**src/rtl/serial_mag_compare_if.sv**
```systemverilog
// Operand/result handshake bundle for serial_mag_compare.
// The master side is the producer/consumer; the slave side is the comparator.
interface serial_mag_compare_if #(
    parameter int WIDTH = 8
);
    logic             in_valid;
    logic             in_ready;
    logic [WIDTH-1:0] a;
    logic [WIDTH-1:0] b;
    logic             out_valid;
    logic             out_ready;
    logic             gt;
    logic             lt;
    logic             eq;
    logic             busy;

    modport master (
        output in_valid, a, b, out_ready,
        input  in_ready, out_valid, gt, lt, eq, busy
    );

    modport slave (
        input  in_valid, a, b, out_ready,
        output in_ready, out_valid, gt, lt, eq, busy
    );
endinterface

```
**src/rtl/serial_mag_compare.sv**
```systemverilog
// Bit-serial unsigned magnitude comparator, MSB first, sticky decision.
// Optional macro SERIAL_MAG_COMPARE_EARLY_EXIT_EN ends the scan at the first differing bit.
module serial_mag_compare #(
    parameter int WIDTH = 8
) (
    input logic                 clk,
    input logic                 rst,
    serial_mag_compare_if.slave bus
);
    localparam int IDX_W = $clog2(WIDTH);

    typedef enum logic [1:0] {
        IDLE = 2'd0,
        SCAN = 2'd1,
        DONE = 2'd2
    } state_t;

    state_t           state_r, state_s;
    logic [WIDTH-1:0] sa_r, sa_s;
    logic [WIDTH-1:0] sb_r, sb_s;
    logic [IDX_W-1:0] idx_r, idx_s;
    logic             gt_r, gt_s;
    logic             lt_r, lt_s;
    logic [1:0]       hit_s;
    logic             early_exit_s;

    logic             in_ready_r, in_ready_s;
    logic             out_valid_r, out_valid_s;
    logic             gt_out_r, gt_out_s;
    logic             lt_out_r, lt_out_s;
    logic             eq_out_r, eq_out_s;
    logic             busy_r, busy_s;

    // Returns {set_gt, set_lt} for one bit position; nothing is set once a decision exists.
    function automatic logic [1:0] bit_decide(input logic a_bit, input logic b_bit,
                                              input logic decided);
        logic [1:0] res;
        if (decided) begin
            res = 2'b00;
        end else begin
            res = {a_bit & ~b_bit, ~a_bit & b_bit};
        end
        return res;
    endfunction

    // Next-state, datapath and registered-output precompute.
    always_comb begin
        state_s      = state_r;
        sa_s         = sa_r;
        sb_s         = sb_r;
        idx_s        = idx_r;
        gt_s         = gt_r;
        lt_s         = lt_r;
        hit_s        = bit_decide(sa_r[WIDTH-1], sb_r[WIDTH-1], gt_r | lt_r);
`ifdef SERIAL_MAG_COMPARE_EARLY_EXIT_EN
        early_exit_s = hit_s[1] | hit_s[0];
`else
        early_exit_s = 1'b0;
`endif
        case (state_r)
            IDLE: begin
                if (bus.in_valid && in_ready_r) begin
                    sa_s    = bus.a;
                    sb_s    = bus.b;
                    idx_s   = IDX_W'(WIDTH - 1);
                    gt_s    = 1'b0;
                    lt_s    = 1'b0;
                    state_s = SCAN;
                end else begin
                    state_s = IDLE;
                end
            end
            SCAN: begin
                gt_s = gt_r | hit_s[1];
                lt_s = lt_r | hit_s[0];
                sa_s = {sa_r[WIDTH-2:0], 1'b0};
                sb_s = {sb_r[WIDTH-2:0], 1'b0};
                // Hold at zero on exit so the counter never wraps.
                if (idx_r == IDX_W'(0)) begin
                    idx_s   = IDX_W'(0);
                    state_s = DONE;
                end else if (early_exit_s) begin
                    idx_s   = idx_r - IDX_W'(1);
                    state_s = DONE;
                end else begin
                    idx_s   = idx_r - IDX_W'(1);
                    state_s = SCAN;
                end
            end
            DONE: begin
                if (bus.out_ready) begin
                    state_s = IDLE;
                end else begin
                    state_s = DONE;
                end
            end
            default: begin
                state_s = IDLE;
            end
        endcase

        in_ready_s  = (state_s == IDLE);
        busy_s      = (state_s == SCAN);
        out_valid_s = (state_s == DONE);
        gt_out_s    = out_valid_s & gt_s;
        lt_out_s    = out_valid_s & lt_s;
        eq_out_s    = out_valid_s & ~gt_s & ~lt_s;
    end

    // State, datapath and output registers with asynchronous abort.
    always_ff @(posedge clk or posedge rst) begin
        if (rst) begin
            state_r     <= IDLE;
            sa_r        <= {WIDTH{1'b0}};
            sb_r        <= {WIDTH{1'b0}};
            idx_r       <= {IDX_W{1'b0}};
            gt_r        <= 1'b0;
            lt_r        <= 1'b0;
            in_ready_r  <= 1'b1;
            out_valid_r <= 1'b0;
            gt_out_r    <= 1'b0;
            lt_out_r    <= 1'b0;
            eq_out_r    <= 1'b0;
            busy_r      <= 1'b0;
        end else begin
            state_r     <= state_s;
            sa_r        <= sa_s;
            sb_r        <= sb_s;
            idx_r       <= idx_s;
            gt_r        <= gt_s;
            lt_r        <= lt_s;
            in_ready_r  <= in_ready_s;
            out_valid_r <= out_valid_s;
            gt_out_r    <= gt_out_s;
            lt_out_r    <= lt_out_s;
            eq_out_r    <= eq_out_s;
            busy_r      <= busy_s;
        end
    end

    assign bus.in_ready  = in_ready_r;
    assign bus.out_valid = out_valid_r;
    assign bus.gt        = gt_out_r;
    assign bus.lt        = lt_out_r;
    assign bus.eq        = eq_out_r;
    assign bus.busy      = busy_r;
endmodule

```
**src/flat_wrapper.sv**
```systemverilog
// flat-port wrapper written by rule: the top's interface ports become plain ports
module serial_mag_compare_flat 
#(
    parameter int WIDTH = 8
)
  (clk, rst, bus_in_valid, bus_a, bus_b, bus_out_ready, bus_in_ready, bus_out_valid, bus_gt, bus_lt, bus_eq, bus_busy);
  serial_mag_compare_if #(.WIDTH(WIDTH)) bus_i ();
  input logic clk;
  input logic rst;
  input wire logic [$bits(bus_i.in_valid)-1:0] bus_in_valid;
  input wire logic [$bits(bus_i.a)-1:0] bus_a;
  input wire logic [$bits(bus_i.b)-1:0] bus_b;
  input wire logic [$bits(bus_i.out_ready)-1:0] bus_out_ready;
  output wire logic [$bits(bus_i.in_ready)-1:0] bus_in_ready;
  output wire logic [$bits(bus_i.out_valid)-1:0] bus_out_valid;
  output wire logic [$bits(bus_i.gt)-1:0] bus_gt;
  output wire logic [$bits(bus_i.lt)-1:0] bus_lt;
  output wire logic [$bits(bus_i.eq)-1:0] bus_eq;
  output wire logic [$bits(bus_i.busy)-1:0] bus_busy;
  assign bus_i.in_valid = bus_in_valid;
  assign bus_i.a = bus_a;
  assign bus_i.b = bus_b;
  assign bus_i.out_ready = bus_out_ready;
  assign bus_in_ready = bus_i.in_ready;
  assign bus_out_valid = bus_i.out_valid;
  assign bus_gt = bus_i.gt;
  assign bus_lt = bus_i.lt;
  assign bus_eq = bus_i.eq;
  assign bus_busy = bus_i.busy;
  serial_mag_compare #(.WIDTH(WIDTH)) u_core (.clk(clk), .rst(rst), .bus(bus_i));
endmodule
```
**config.mk**
```make
export PLATFORM = sky130hd
export DESIGN_NAME = serial_mag_compare_flat
export DESIGN_NICKNAME = d
export VERILOG_FILES = /design/src/rtl/serial_mag_compare_if.sv /design/src/rtl/serial_mag_compare.sv /design/src/flat_wrapper.sv
export SDC_FILE = /design/constraint.sdc
export NUM_CORES = 1
export LEC_CHECK = 0
export ABC_AREA = 1
export CORE_MARGIN = 5
export CORE_UTILIZATION = 46
export DETAILED_ROUTE_END_ITERATION = 8
export GPL_ROUTABILITY_DRIVEN = 1
export PLACE_DENSITY = 0.86
export SYNTH_ARGS = -nofsm -noshare
export SYNTH_HDL_FRONTEND = slang
export SYNTH_SLANG_ARGS = --single-unit
```
**constraint.sdc**
```tcl
create_clock -name clk -period 1.2 [get_ports clk]
set_input_delay 0.24 -clock clk [delete_from_list [all_inputs] [get_ports clk]]
set_output_delay 0.24 -clock clk [all_outputs]
set_load 0.05 [all_outputs]
```
==> impl_metrics.env, run 1 <==
export IMPL_ys_seq_area_frac=0.5263
export IMPL_area_delta_synth_final_pct=70.83
export IMPL_n_antenna_cell=0
export IMPL_routedWlPerCell_um=18.40
export IMPL_violations="setup timing"
export IMPL_cp_top_family="flip-flops"
export IMPL_hold_viol=0
export IMPL_finalSetupViolCount=29
export IMPL_synth_xor_area_frac=0
export IMPL_routabilityCongestion=0.7906
export IMPL_die_width_um=64.80
export IMPL_avgSynthCellArea_um2=8.970
export IMPL_syn_num_nets=176
export IMPL_slowest_delay_ns=0.56
export IMPL_yosys_area_share_simple=0.1431
export IMPL_r2r_setup_slack_ns=-0.24
export IMPL_cts_tree="yes"
export IMPL_dpl_instance_area_um2=1789
export IMPL_synthMuxAreaShare=0
export IMPL_crit_buf_inv=3
export IMPL_dp_hpwl_mm=2.049
export IMPL_netlist_area_um2=1381
export IMPL_timing_fmax_mhz=692.2
export IMPL_synth_top_family_by_area="compound AO/OA/AOI/OAI gates"
export IMPL_grt_max_degree=30
export IMPL_fillers=141
export IMPL_rows=19
export IMPL_max_cap_violations=0
export IMPL_io_buffers=25
export IMPL_crit_required_ns=1.47
export IMPL_final_layout_size_suffix_gt1_frac=0.4907
export IMPL_critPathSlowestCell="dfstp_2"
export IMPL_ys_warn_count=0
export IMPL_timing_slew_headroom=0.8347
export IMPL_clk_latency_ns=0.34
export IMPL_cts_root_buf="clkbuf_4"
export IMPL_h_tree_depth=2
export IMPL_cts_buffers=5
export IMPL_status="complete, but fails checks"
export IMPL_synth_fa_ha_area_frac=0.01812
export IMPL_hold_path_class="in -> async"
export IMPL_overflow=0
export IMPL_ir_worst_vdd_uv=2100
export IMPL_fin_crit_sh=1.204
export IMPL_grt_pass1_vias=1380
export IMPL_drt_pass1_iter_count=4
export IMPL_num_io_pins=26
export IMPL_dp_slack_ns=-0.2122
export IMPL_die_area_um2=4199
export IMPL_drt_initial_drc_count=105
export IMPL_cp_common_cell="nand2_2"
export IMPL_r2r_start="u_core.bus.in_ready$_DFF_PP1_"
export IMPL_rsz0062_at_grt="yes"
export IMPL_dp_cells=214
export IMPL_synth_compound_area_share=0.1803
export IMPL_core_area_um2=2829
export IMPL_instances_no_fill=247
export IMPL_min_period_ns=1.445
export IMPL_initial_core_util=0.4883
export IMPL_final_nets=237
export IMPL_stdcell_area_um2=2360
export IMPL_ys_ff_latch=29
export IMPL_drv_slew=0
export IMPL_power_density_nw_per_um2=3144
export IMPL_ys_types=22
export IMPL_synthCells=154
export IMPL_finClkSkew_ns=0.01338
export IMPL_cp_cell_sequence="nand2_1 > inv_1 > nand2_2 > buf_6 > nor2_4 > inv_2 > nand2_4 > nand2_2 > nor2_2"
export IMPL_wirelength_mm=4.545
export IMPL_numClockSinks=29
export IMPL_antenna_found_initial=0
export IMPL_clockBufferDepth=2
export IMPL_cp_start_kind="flip-flop"
export IMPL_clk_pin_slew_ns=0.10
export IMPL_setup_slack_ns=-0.2447
export IMPL_die_height_um=64.80
export IMPL_leakagePower_nw=1.105
export IMPL_rr_worst_depth=9
export IMPL_grt_usage=0.2024
export IMPL_grt_pass1_wl_mm=6.389
export IMPL_criticalPathCategory="reg -> reg"
export IMPL_hold_buffers=0
export IMPL_r2r_end="u_core.bus.eq$_DFF_PP0_"
export IMPL_drc=0
export IMPL_via_count=1362
export IMPL_tightestPinTransition_ns=0.2470
export IMPL_cp_startpoint="u_core.bus.in_ready$_DFF_PP1_"
export IMPL_cp_arrival_ns=1.71
export IMPL_critPathMaxFanout=3
export IMPL_antenna_left=0
export IMPL_avgViaCountPerCell=5.514
export IMPL_finish_utilization=0.8341
export IMPL_cp_end_kind="flip-flop"
final cells by class:
cell class              count  area [um^2]  share of cell area
flip-flops and latches     29        728.2              0.3086
repair buffers             58        754.5              0.3197
clock buffers               8        48.80             0.02068
inverters                  31        126.4             0.05355
multi-input cells          88        638.1              0.2704
repair inverters            2        25.02             0.01060
well taps                  31        38.79             0.01644
stage by stage:
step | setup TNS, ns | power (W) | hold WS, ns
finish | -3.140 | 0.007419 | 0.2234
global route | -4.621 | 0.007778 | 0.2615
CTS | -0.7737 | 0.006244 | 0.2323
detailed placement | -3.731 | 0.004325 | 0.5015
global placement | -3.109 | 0.004194 | 0.4652
floorplan | -2.162 | 0.003519 | 0.3174
state kept, by name, indices dropped and copies added (netlist names):
| register | cells |
|---|---|
| u_core.bus.busy | 1 |
| u_core.bus.eq | 1 |
| u_core.bus.gt | 1 |
| u_core.bus.in_ready | 1 |
| u_core.bus.lt | 1 |
| u_core.bus.out_valid | 1 |
| u_core.gt_r | 1 |
| u_core.idx_r | 3 |
| u_core.lt_r | 1 |
| u_core.sa_r | 8 |
| u_core.sb_r | 8 |
| u_core.state_r | 2 |
worst max-delay path by stage:
stage / end / depth (start not counted)
detailed placement: u_core.idx_r[1]$_DFFE_PP0P_ / 8
floorplan: u_core.bus.eq$_DFF_PP0_ / 8
CTS: bus_in_ready / 2
global placement: u_core.idx_r[1]$_DFFE_PP0P_ / 8
global route: u_core.bus.eq$_DFF_PP0_ / 9
finish: u_core.bus.eq$_DFF_PP0_ / 9
synth_stat cells:
library cell / count / area share
a21oi_1: 4 / 0.014
a21oi_2: 1 / 0.0063
buf_4: 1 / 0.0054
buf_6: 5 / 0.041
dfrtp_1: 28 / 0.51
dfstp_2: 1 / 0.019
ha_1: 2 / 0.018
inv_1: 27 / 0.073
inv_2: 3 / 0.0082
inv_4: 1 / 0.0045
nand2_1: 32 / 0.087
nand2_4: 1 / 0.0082
nand3_1: 2 / 0.0072
nand3b_1: 1 / 0.0054
nor2_1: 10 / 0.027
nor2_4: 1 / 0.0082
o211ai_1: 2 / 0.011
o211ai_2: 3 / 0.027
o21ai_0: 9 / 0.033
o21ai_1: 16 / 0.058
o21ai_2: 3 / 0.019
o21ai_4: 1 / 0.012
routing by layer:
layer	vias up	GRT usage	wire [um]
met5	-	0	0
met1	684	0.2186	1805
met3	19	0.06563	292
li1	601	-	-
met4	0	0.1082	186
met2	58	0.3512	2261
power by group:
part / total, W / leakage [nW] / internal [W] / switching (W)
registers: 0.00162 / 0.359 / 0.00141 / 0.000208
clock network: 0.000584 / 0.0265 / 0.000233 / 0.000351
logic: 0.00522 / 0.719 / 0.00256 / 0.00266
layout by cell type, fill, tap and decap left out, types with 2 or more instances in the layout:
master and instances:
nand2_4 3, buf_8 2, clkdlybuf4s50_1 19, nor2_1 4, inv_1 25, nand2_1 20, o211ai_2 3, o211ai_1 2
o21ai_1 6, a21oi_2 4, buf_6 11, clkbuf_4 5, buf_16 3, buf_12 11, o21ai_2 19, inv_2 4
nor2_4 2, o21ai_4 2, nor2_2 5, nand3_2 2, o21ai_0 2, clkbuf_1 3, buf_4 11, dfrtp_1 27
nand2_2 10
kinds of logic (layout without fill, tap and decap cells):
logic type               after synthesis  after routing
AO/OA/AOI/OAI                         39             39
adder cells (fa/ha/maj)                2              2
buffers and inverters                 37             99
flip-flops                            29             29
AND/OR/NAND/NOR                       47             47
what timing repair did:
action,CTS,global route
setup endpoints to repair,21,29
pin swaps,6,14
hold endpoints to repair,0,0
gates cloned,4,2
resized for setup,39,32
buffers inserted,13,8
tightest hold or removal path, delay by kind of cell:
family / cells / cell delay, ns
buf+inv: 3 / 0.69
Power figures use the tool's default switching activity.
==> run 2, diff against run 1 <==
Settings changed: CORE_MARGIN 5 to unset.
==> run 2 against run 1 <==
  * Fmax up 7.2%
  * Critical path type is now reg -> out
  * Hold slack better by 0.0079 ns
  * Global-route usage up 3.0 points
  * Clock skew rose by 0.00054 ns
  * Highest routed layer unchanged
  * Sequential cell count is the same
  * The flow finishes with violations (DRC, setup timing)
  * Combinational power down 25%
  * Sequential share of layout area increased by 3.7 points
  * Routed wire length fell by 23%
  * Sequential power barely moved
  * Worst setup slack improved by 0.097 ns
==> impl_metrics.env, run 2 (synthesized netlist as in run 1, its figures left out) <==
export IMPL_finalSetupViolCount=28
export IMPL_die_area_um2=3226
export IMPL_p_comb_frac=0.627
export IMPL_die_height_um=56.80
export IMPL_critPathSlowestCell="dfstp_2"
export IMPL_overflow=0
export IMPL_cp_cell_sequence="buf_6 > buf_12"
export IMPL_core_area_um2=2805
export IMPL_antenna_found_initial=0
export IMPL_routedWlPerCell_um=14.83
export IMPL_finClkSkew_ns=0.01392
export IMPL_criticalPathCategory="reg -> out"
export IMPL_ir_worst_vdd_uv=1849
export IMPL_layout_common_cells="dfrtp_1 (28), nand2_1 (26), inv_1 (24), clkdlybuf4s50_1 (19), o21ai_1 (18)"
export IMPL_layout_commonest_cell="dfrtp_1"
export IMPL_initial_core_util=0.4924
export IMPL_cp_end_kind="primary output"
export IMPL_violations="DRC, setup timing"
export IMPL_dp_cells=216
export IMPL_intPower_w=0.003646
export IMPL_grt_pass1_vias=1201
export IMPL_swShare=0.4133
export IMPL_cp_top_family="flip-flops"
export IMPL_cts_tree="yes"
export IMPL_cp_start_kind="flip-flop"
export IMPL_drc=2
export IMPL_n_antenna_cell=0
export IMPL_rsz0062_at_grt="yes"
export IMPL_rows=19
export IMPL_crit_cells=2
export IMPL_cts_buffers=5
export IMPL_dp_hpwl_mm=2.043
export IMPL_clk_latency_ns=0.33
export IMPL_status="complete, but fails checks"
export IMPL_min_period_ns=1.348
export IMPL_hold_path_class="in -> async"
export IMPL_timing_slew_headroom=0.8487
export IMPL_dpl_instance_area_um2=1804
export IMPL_slowest_delay_ns=0.56
export IMPL_drt_initial_drc_count=36
export IMPL_die_width_um=56.80
export IMPL_setup_slack_ns=-0.1479
export IMPL_hold_buffers=0
export IMPL_fillers=178
export IMPL_stdcell_area_um2=2103
export IMPL_r2r_start="u_core.bus.in_ready$_DFF_PP1_"
export IMPL_dp_slack_ns=-0.2162
export IMPL_drv_slew=0
export IMPL_cp_startpoint="u_core.bus.in_ready$_DFF_PP1_"
export IMPL_clockBufferDepth=2
export IMPL_numClockSinks=29
export IMPL_drt_pass1_iter_count=6
export IMPL_switching_power_w=0.002569
export IMPL_h_tree_depth=2
export IMPL_routabilityCongestion=0.7883
export IMPL_antenna_left=0
export IMPL_final_nets=227
export IMPL_hold_viol=0
export IMPL_clk_pin_slew_ns=0.10
export IMPL_grt_max_degree=30
export IMPL_p_clk_frac=0.110
export IMPL_cp_arrival_ns=1.11
export IMPL_cts_root_buf="clkbuf_4"
export IMPL_instances_no_fill=237
export IMPL_timing_fmax_mhz=741.9
export IMPL_power_density_nw_per_um2=2955
export IMPL_grt_usage=0.2320
export IMPL_crit_required_ns=0.96
export IMPL_endpoint="bus_in_ready"
export IMPL_max_cap_violations=0
export IMPL_final_layout_size_suffix_gt1_frac=0.3495
export IMPL_rr_worst_depth=9
export IMPL_tightestPinTransition_ns=0.2246
export IMPL_largest_registers="u_core.sa_r (8), u_core.sb_r (8), u_core.idx_r (3)"
export IMPL_seq_power_share=0.263
export IMPL_num_io_pins=26
export IMPL_r2r_setup_slack_ns=-0.13
export IMPL_leakagePower_nw=1.006
export IMPL_grt_pass1_wl_mm=5.402
export IMPL_wirelength_mm=3.514
export IMPL_area_delta_synth_final_pct=52.26
export IMPL_via_count=1213
export IMPL_avgViaCountPerCell=5.118
export IMPL_io_buffers=25
export IMPL_fin_crit_sh=1.123
export IMPL_crit_buf_inv=2
export IMPL_critPathMaxFanout=2
export IMPL_r2r_end="u_core.bus.eq$_DFF_PP0_"
run 2: changes by cell type in the layout (fill, tap and decap cells not counted), sizes merged:
cell / before / now
clkbuf: 9 / 7
buf: 38 / 31
inv: 32 / 31
run 2: layout make-up:
type / count / area [um^2] / area share
clock buffers: 7 / 65.06 / 0.03093
well taps: 31 / 38.79 / 0.01844
flip-flops and latches: 29 / 726.9 / 0.3456
clock inverters: 1 / 5.005 / 0.002380
inverters: 31 / 123.9 / 0.05889
multi-input cells: 88 / 525.5 / 0.2499
repair buffers: 50 / 618.1 / 0.2939
run 2: worst min path at each step:
stage / depth (start not counted) / endpoint / slack, ns / startpoint
after global placement: 2 / u_core.idx_r[1]$_DFFE_PP0P_ / 0.46 / u_core.idx_r[1]$_DFFE_PP0P_
after detailed placement: 2 / u_core.idx_r[1]$_DFFE_PP0P_ / 0.48 / u_core.idx_r[1]$_DFFE_PP0P_
after global routing: 3 / u_core.sb_r[4]$_DFFE_PP0P_ / 0.24 / rst
final: 3 / u_core.sb_r[4]$_DFFE_PP0P_ / 0.23 / rst
after floorplan: 1 / u_core.bus.busy$_DFF_PP0_ / 0.32 / rst
after CTS: 3 / u_core.sb_r[5]$_DFFE_PP0P_ / 0.24 / rst
run 2: per-stage QoR:
| stage | util | setup TNS, ns | hold slack (ns) | total power, W |
|---|---|---|---|---|
| 6_report | 0.7498 | -1.947 | 0.2312 | 0.006215 |
| 5_1_grt | 0.7498 | -3.124 | 0.2392 | 0.006581 |
| 4_1_cts | 0.7310 | -0.8991 | 0.2413 | 0.005951 |
| 3_5_place_dp | 0.6432 | -3.941 | 0.4838 | 0.004408 |
| 3_3_place_gp | 0.6432 | -3.241 | 0.4619 | 0.004253 |
| 2_1_floorplan | - | -2.162 | 0.3174 | 0.003519 |
run 2: power by group through the flow:
| stage | clock [W] | combinational [W] | sequential [W] |
|---|---|---|---|
| after global placement | 0 | 0.00268 | 0.00158 |
| after floorplan | 0 | 0.00177 | 0.00175 |
| after CTS | 0.000693 | 0.00366 | 0.00160 |
| after detailed placement | 0 | 0.00281 | 0.00160 |
| after global routing | 0.000729 | 0.00419 | 0.00167 |
| final | 0.000686 | 0.00390 | 0.00163 |
run 2: timing repair:
| item | in CTS | in global routing |
|---|---|---|
| pin swaps | 3 | 4 |
| gates resized for setup | 16 | 13 |
| setup endpoints to repair | 20 | 28 |
| buffers inserted | 9 | 2 |
| gates cloned | 2 | 0 |
run 2: layer usage:
layer / GRT usage / vias up / part of all wire
met1: 0.2541 / 587 / 0.41
met3: 0.05760 / 12 / 0.040
met5: 0 / - / 0
li1: - / 580 / -
met2: 0.4014 / 34 / 0.52
met4: 0.1429 / 0 / 0.031
run 2: tightest hold or removal path, delay by kind of cell:
kind | cells | cell delay [ns]
buffers and inverters | 3 | 0.68
